--- config.mk ---
export PLATFORM = sky130hd
export DESIGN_NAME = smart_house_uart_rx
export DESIGN_NICKNAME = d
export VERILOG_FILES = /design/src/rtl/smart_house_pkg.sv /design/src/rtl/smart_house_char_fifo.sv /design/src/rtl/smart_house_uart_rx.sv
export SDC_FILE = /design/constraint.sdc
export NUM_CORES = 1
export LEC_CHECK = 0
export BUFFER_PORTS_ARGS = -buffer_cell sky130_fd_sc_hd__buf_4
export CAP_MARGIN = 20
export CORE_UTILIZATION = 30
export DETAILED_ROUTE_END_ITERATION = 8
export HOLD_SLACK_MARGIN = 0.15
export PLACE_DENSITY = 0.52
export SLEW_MARGIN = 20
export SYNTH_ARGS = -nofsm -noshare
export SYNTH_HDL_FRONTEND = slang
export SYNTH_SLANG_ARGS = --single-unit
--- constraint.sdc ---
create_clock -name clock -period 2.8 [get_ports clock]
set_input_delay 0.14 -clock clock [delete_from_list [all_inputs] [get_ports clock]]
set_output_delay 0.14 -clock clock [all_outputs]
set_load 0.05 [all_outputs]
--- src/rtl/smart_house_pkg.sv ---
// rtl/smart_house_pkg.sv - shared types and ASCII constants for the smart-house command path
// Contents: char_t, rx_state_t, ASCII case constants, fold_case() helper.
package smart_house_pkg;

  typedef logic [7:0] char_t;

  typedef enum logic [2:0] {
    IDLE,
    START,
    DATA,
    STOP,
    WAIT_HIGH
  } rx_state_t;

  localparam char_t ASCII_UPPER_A = 8'h41;
  localparam char_t ASCII_UPPER_Z = 8'h5A;
  localparam char_t CASE_OFFSET   = 8'h20;

  // Maps 'A'..'Z' onto 'a'..'z'; every other byte passes unchanged.
  function automatic char_t fold_case(input char_t c);
    if (c >= ASCII_UPPER_A && c <= ASCII_UPPER_Z) begin
      return c + CASE_OFFSET;
    end
    return c;
  endfunction

endpackage

--- src/rtl/smart_house_char_fifo.sv ---
// rtl/smart_house_char_fifo.sv - first-word-fall-through character FIFO
// Ports:
//   clock, reset      : rising-edge clock, asynchronous active-low reset
//   push, push_data   : write request and character
//   pop               : read request (ignored when empty)
//   head_data         : oldest entry, forced to 0 while empty
//   empty, full, level: occupancy status
module smart_house_char_fifo
  import smart_house_pkg::*;
#(
  parameter int FIFO_DEPTH = 4
) (
  input  logic                        clock,
  input  logic                        reset,
  input  logic                        push,
  input  char_t                       push_data,
  input  logic                        pop,
  output char_t                       head_data,
  output logic                        empty,
  output logic                        full,
  output logic [$clog2(FIFO_DEPTH):0] level
);

  localparam int AW = (FIFO_DEPTH > 1) ? $clog2(FIFO_DEPTH) : 1;
  localparam int LW = $clog2(FIFO_DEPTH) + 1;

  char_t          r_mem [FIFO_DEPTH];
  logic [AW-1:0]  r_wr_ptr;
  logic [AW-1:0]  r_rd_ptr;
  logic [LW-1:0]  r_level;

  logic w_empty;
  logic w_full;
  logic w_do_push;
  logic w_do_pop;

  assign w_empty = (r_level == '0);
  assign w_full  = (r_level == LW'(FIFO_DEPTH));

  // A pop in the same cycle frees the slot, so a full FIFO still accepts.
  // When full, wr_ptr equals rd_ptr: the head is read before the edge and
  // overwritten on it, which leaves the new byte as the last entry.
  assign w_do_pop  = pop & ~w_empty;
  assign w_do_push = push & (~w_full | w_do_pop);

  always_ff @(posedge clock) begin
    if (w_do_push) begin
      r_mem[r_wr_ptr] <= push_data;
    end
  end

  always_ff @(posedge clock or negedge reset) begin
    if (!reset) begin
      r_wr_ptr <= '0;
      r_rd_ptr <= '0;
      r_level  <= '0;
    end else begin
      if (w_do_push) begin
        r_wr_ptr <= r_wr_ptr + 1'b1;
      end
      if (w_do_pop) begin
        r_rd_ptr <= r_rd_ptr + 1'b1;
      end
      case ({w_do_push, w_do_pop})
        2'b10:   r_level <= r_level + 1'b1;
        2'b01:   r_level <= r_level - 1'b1;
        default: r_level <= r_level;
      endcase
    end
  end

  // Gated so stale memory never shows while empty (including after reset).
  assign head_data = w_empty ? 8'h00 : r_mem[r_rd_ptr];
  assign empty     = w_empty;
  assign full      = w_full;
  assign level     = r_level;

endmodule

--- src/rtl/smart_house_uart_rx.sv ---
// rtl/smart_house_uart_rx.sv - 8N1 UART receiver with case folding feeding a character FIFO
// Ports:
//   clock, reset : rising-edge clock, asynchronous active-low reset
//   rx_serial    : asynchronous UART line, idles high
//   char_data    : head-of-FIFO character (0 while char_valid = 0)
//   char_valid   : FIFO non-empty
//   char_ready   : consumer accepts head when char_valid & char_ready
//   frame_err    : one-cycle pulse, stop bit sampled low
//   overflow     : one-cycle pulse, byte dropped because FIFO full
//   fifo_level   : number of stored characters
module smart_house_uart_rx
  import smart_house_pkg::*;
#(
  parameter int CLKS_PER_BIT = 16,
  parameter int FIFO_DEPTH   = 4,
  parameter int FOLD_CASE    = 1
) (
  input  logic                        clock,
  input  logic                        reset,
  input  logic                        rx_serial,
  output char_t                       char_data,
  output logic                        char_valid,
  input  logic                        char_ready,
  output logic                        frame_err,
  output logic                        overflow,
  output logic [$clog2(FIFO_DEPTH):0] fifo_level
);

  localparam int             CW          = $clog2(CLKS_PER_BIT);
  localparam logic [CW-1:0]  C_HALF_LAST = CW'(CLKS_PER_BIT / 2 - 1);
  localparam logic [CW-1:0]  C_BIT_LAST  = CW'(CLKS_PER_BIT - 1);

  logic          r_sync1;
  logic          r_sync2;
  rx_state_t     r_state;
  logic [CW-1:0] r_clk_cnt;
  logic [2:0]    r_bit_cnt;
  char_t         r_shift;
  logic          r_frame_err;
  logic          r_overflow;

  rx_state_t     w_state_nxt;
  logic [CW-1:0] w_clk_cnt_nxt;
  logic [2:0]    w_bit_cnt_nxt;
  char_t         w_shift_nxt;
  logic          w_push;
  logic          w_frame_err_nxt;
  char_t         w_push_data;
  logic          w_line;
  logic          w_empty;
  logic          w_full;
  logic          w_pop;

  assign w_line = r_sync2;

  always_comb begin
    w_state_nxt     = r_state;
    w_clk_cnt_nxt   = r_clk_cnt;
    w_bit_cnt_nxt   = r_bit_cnt;
    w_shift_nxt     = r_shift;
    w_push          = 1'b0;
    w_frame_err_nxt = 1'b0;
    case (r_state)
      IDLE: begin
        w_clk_cnt_nxt = '0;
        if (!w_line) begin
          w_state_nxt   = START;
          w_bit_cnt_nxt = '0;
        end
      end
      START: begin
        if (r_clk_cnt == C_HALF_LAST) begin
          w_clk_cnt_nxt = '0;
          w_state_nxt   = w_line ? IDLE : DATA;
        end else begin
          w_clk_cnt_nxt = r_clk_cnt + 1'b1;
        end
      end
      DATA: begin
        if (r_clk_cnt == C_BIT_LAST) begin
          w_clk_cnt_nxt = '0;
          w_shift_nxt   = {w_line, r_shift[7:1]};
          w_bit_cnt_nxt = r_bit_cnt + 1'b1;
          if (r_bit_cnt == 3'd7) begin
            w_state_nxt = STOP;
          end
        end else begin
          w_clk_cnt_nxt = r_clk_cnt + 1'b1;
        end
      end
      STOP: begin
        if (r_clk_cnt == C_BIT_LAST) begin
          w_clk_cnt_nxt = '0;
          if (w_line) begin
            w_push      = 1'b1;
            w_state_nxt = IDLE;
          end else begin
            w_frame_err_nxt = 1'b1;
            w_state_nxt     = WAIT_HIGH;
          end
        end else begin
          w_clk_cnt_nxt = r_clk_cnt + 1'b1;
        end
      end
      WAIT_HIGH: begin
        // Holding here keeps a break (line stuck low) from looking like a new start bit.
        w_clk_cnt_nxt = '0;
        if (w_line) begin
          w_state_nxt = IDLE;
        end
      end
      default: begin
        w_state_nxt   = IDLE;
        w_clk_cnt_nxt = '0;
      end
    endcase
  end

  always_ff @(posedge clock or negedge reset) begin
    if (!reset) begin
      r_sync1     <= 1'b1;
      r_sync2     <= 1'b1;
      r_state     <= IDLE;
      r_clk_cnt   <= '0;
      r_bit_cnt   <= '0;
      r_shift     <= '0;
      r_frame_err <= 1'b0;
      r_overflow  <= 1'b0;
    end else begin
      r_sync1     <= rx_serial;
      r_sync2     <= r_sync1;
      r_state     <= w_state_nxt;
      r_clk_cnt   <= w_clk_cnt_nxt;
      r_bit_cnt   <= w_bit_cnt_nxt;
      r_shift     <= w_shift_nxt;
      r_frame_err <= w_frame_err_nxt;
      r_overflow  <= w_push & w_full & ~w_pop;
    end
  end

  assign w_push_data = (FOLD_CASE != 0) ? fold_case(r_shift) : r_shift;
  assign w_pop       = ~w_empty & char_ready;

  smart_house_char_fifo #(
    .FIFO_DEPTH(FIFO_DEPTH)
  ) u_fifo (
    .clock    (clock),
    .reset    (reset),
    .push     (w_push),
    .push_data(w_push_data),
    .pop      (w_pop),
    .head_data(char_data),
    .empty    (w_empty),
    .full     (w_full),
    .level    (fifo_level)
  );

  assign char_valid = ~w_empty;
  assign frame_err  = r_frame_err;
  assign overflow   = r_overflow;

endmodule

==> reports/metrics.csv <==
stage,metric,value,unit
worst_setup_path,R2R Setup Slk,0.53,ns
yosys,mapped cell area,0.002750,mm^2
yosys,"Net Count, Synth",200,
timing,Final period util,81.17,%
yosys,Post-synth EDFFs,32,
clock_tree,"Reg clk slew, reported paths",0.08,ns
worst_setup_path,reg2reg start,u_fifo.level[1],
global_routing,gr ovfl total,0,
drt,drt pass-1 iters,6,
finish,nets@finish,224,
timing,Slew Limit Fails,0,
yosys,Synth async-reset ratio,47.54,%
clock_tree,CTS Sinks,61,
floorplanning,I/O Pins,18,
global_routing,All-Layer GR Usage,11.54,%
worst_setup_path,Setup crit end kind,register,
run_status,failing checks,DRC,
placed_design,I/O Buffers,17,
clock_tree,"Clk Latency, worst-skew pair",0.34,ns
worst_setup_path,"Data required, critical path",3.04,ns
power_and_ir_drop,Leakage,1.327,nW
global_routing,initial antenna violation count,0,
hold_path,worst hold path type,in2async,
floorplanning,Die Y,97.75,um
yosys,"Seq/Total Area, Yosys",61.42,%
timing,RSZ-0062 raised after global routing,no,
timing,final setup vio count,0,
finish,"most common cell after layout, fill and taps aside",edfxtp_1,
power_and_ir_drop,Max VDD drop,0.2243,mV
placed_design,Setup Slack @ Placement,0.5442,ns
drt,Final ANT Viol Nets,0,
floorplanning,Die Wd,97.75,um
yosys,Gate Count Post-Synth,187,
worst_setup_path,Crit. Startpoint,u_fifo.level[1],
yosys,"Avg Cell Area, Syn",14.71,um^2
drt,DRT Wirelength,4919,um
finish,n_diodes,0,
yosys,Synth cell types,46,
timing,Setup WS post-layout,0.5272,ns
timing,worst slew pin tran,0.6061,ns
worst_setup_path,Worst EP arrival,2.51,ns
worst_setup_path,Max Fanout on Critical Path,14,
drt,total number of vias,1572,
drt,Via density,4.852,
drt,Iter 0 DRT Violations,81,
yosys,prevailing post-synth register cell,edfxtp_1,
timing,Rel. slew slack,59.59,%
worst_setup_path,crit path to,u_fifo.level[1],
placed_design,GP Congestion,0.7716,
timing,Final Skew,0.008958,ns
drt,routed len/inst,15.18,um
clock_tree,"Setup Fix Bufs, Post-CTS",0,
worst_setup_path,R2R cell count,6,
timing,setup_tns,0,ns
placed_design,hpwl dp,3218,um
finish,most frequent cells in the layout,"32 x edfxtp_1, 27 x dfrtp_1, 17 x buf_4",
clock_tree,CTS Buf Count,9,
run,max_cap viols,0,
timing,Final Hold Fails,0,
finish,Synth-to-Final Area Change,15.56,%
clock_tree,clk buf depth,2,
floorplanning,core area,0.008806,mm^2
timing,Fmax,0.4400,GHz
floorplanning,DIE AREA,0.009554,mm^2
placed_design,Placed Area,0.002972,mm^2
floorplanning,Initial Util,31.23,%
global_routing,largest net degree at the start of global routing,30,
yosys,Seq cells post-synth,61,
floorplanning,Rows,34,
worst_setup_path,CP startpoint kind,register,
timing,Period minus WS final,2.273,ns
clock_tree,H-Tree Depth,3,
worst_setup_path,Crit Path Class,reg2reg,
yosys,yosys warns,0,
finish,"Design Area, Final",0.003178,mm^2
clock_tree,TritonCTS clock tree,yes,
run_status,status,finished with violations,
timing,final hold slack,0.2600,ns
clock_tree,Clock Tree Root,clkbuf_8,
finish,share of cells above drive strength 1,28.24,%
worst_setup_path,reg-to-reg critical path endpoint,u_fifo.level[1],
global_routing,first-pass GRT wire length,8286,um
power_and_ir_drop,Cell Pwr Density,873.0,mW/mm^2
global_routing,number of global-route vias before repair,1575,
drt,Remaining DRCs,2,
-- worst max-delay path, cell delays in order, from the launching register on --
cell	delay, ns
dfrtp_1	0.43
or3_1	0.61
nand3_1	0.19
fa_1	0.47
a21oi_1	0.16
mux2i_1	0.10
a221oi_2	0.22
-- registers in the layout, summed over array words and instances (netlist names) --
register         count
overflow             1
r_bit_cnt            3
u_fifo.r_mem        32
u_fifo.r_wr_ptr      2
r_shift              8
r_sync1              1
r_sync2              1
r_state              3
u_fifo.level         3
r_clk_cnt            4
u_fifo.r_rd_ptr      2
frame_err            1
-- Yosys cell counts, types with 2 or more instances --
library cell	n	share of area, %
a22o_1	5	1.6
nand3_1	7	1.3
nand2_1	8	1.1
inv_1	6	0.82
and2_1	12	2.7
edfxtp_1	32	35
and3_4	2	0.82
a21oi_1	4	0.73
dfstp_2	2	1.9
ha_1	8	3.6
o21ai_0	2	0.36
mux4_2	8	6.6
clkbuf_1	2	0.27
dfrtp_1	27	25
mux2i_1	3	1.1
mux2_2	10	4.1
buf_2	3	0.55
nor2_1	10	1.4
nor3_1	2	0.36
or4_1	3	0.82
xnor2_1	6	1.9
-- worst min path at each step --
stage	from	end
after floorplan	reset	frame_err
after global placement	reset	r_clk_cnt[1]
after detailed placement	reset	r_clk_cnt[1]
after CTS	reset	r_clk_cnt[1]
after global routing	reset	r_clk_cnt[1]
final	reset	r_bit_cnt[0]
-- where the power goes --
group          switching (W)  total, W  internal [W]
clock network       0.000361  0.000683      0.000323
registers           0.000144   0.00114       0.00100
logic               0.000566  0.000947      0.000381
total                0.00107   0.00277       0.00170
-- stage by stage --
step                power (W)  util (%)  cells
finish               0.002775     36.09    324
global route         0.002928     36.09    324
CTS                  0.002814     36.09    324
detailed placement   0.002120     33.75    305
global placement     0.002117     33.75    305
floorplan            0.001871         -    187
-- area by class of cell --
| type | instances | area (um^2) |
|---|---|---|
| tap | 108 | 135.1 |
| clock inverter | 7 | 52.55 |
| inverter | 6 | 22.52 |
| clock buffer | 9 | 123.9 |
| timing repair buffer | 20 | 157.7 |
| multi-input combinational | 113 | 997.2 |
| fill | 855 | 5628 |
| sequential | 61 | 1689 |
-- kinds of logic after synthesis --
logic type               share of synthesized area, %
AO/OA/AOI/OAI                                   6.461
buffers and inverters                           2.320
adder cells (fa/ha/maj)                         4.368
XOR/XNOR                                        2.229
AND/OR/NAND/NOR                                 11.06
flip-flops                                      61.42
multiplexers                                    12.15
-- what timing repair did --
action | in CTS | in global routing
hold buffers | 3 | 0
hold endpoints to repair | 32 | 0
resized for setup | 0 | 0
-- routing by layer --
layer	vias up	global-route usage (%)	share of wire [%]
met3	7	4.510	3.8
met1	785	14.43	47
met4	0	3.846	1.3
met5	-	0	0
li1	750	-	-
met2	30	18.33	48
Note: power is estimated with default switching activity, not from simulation.
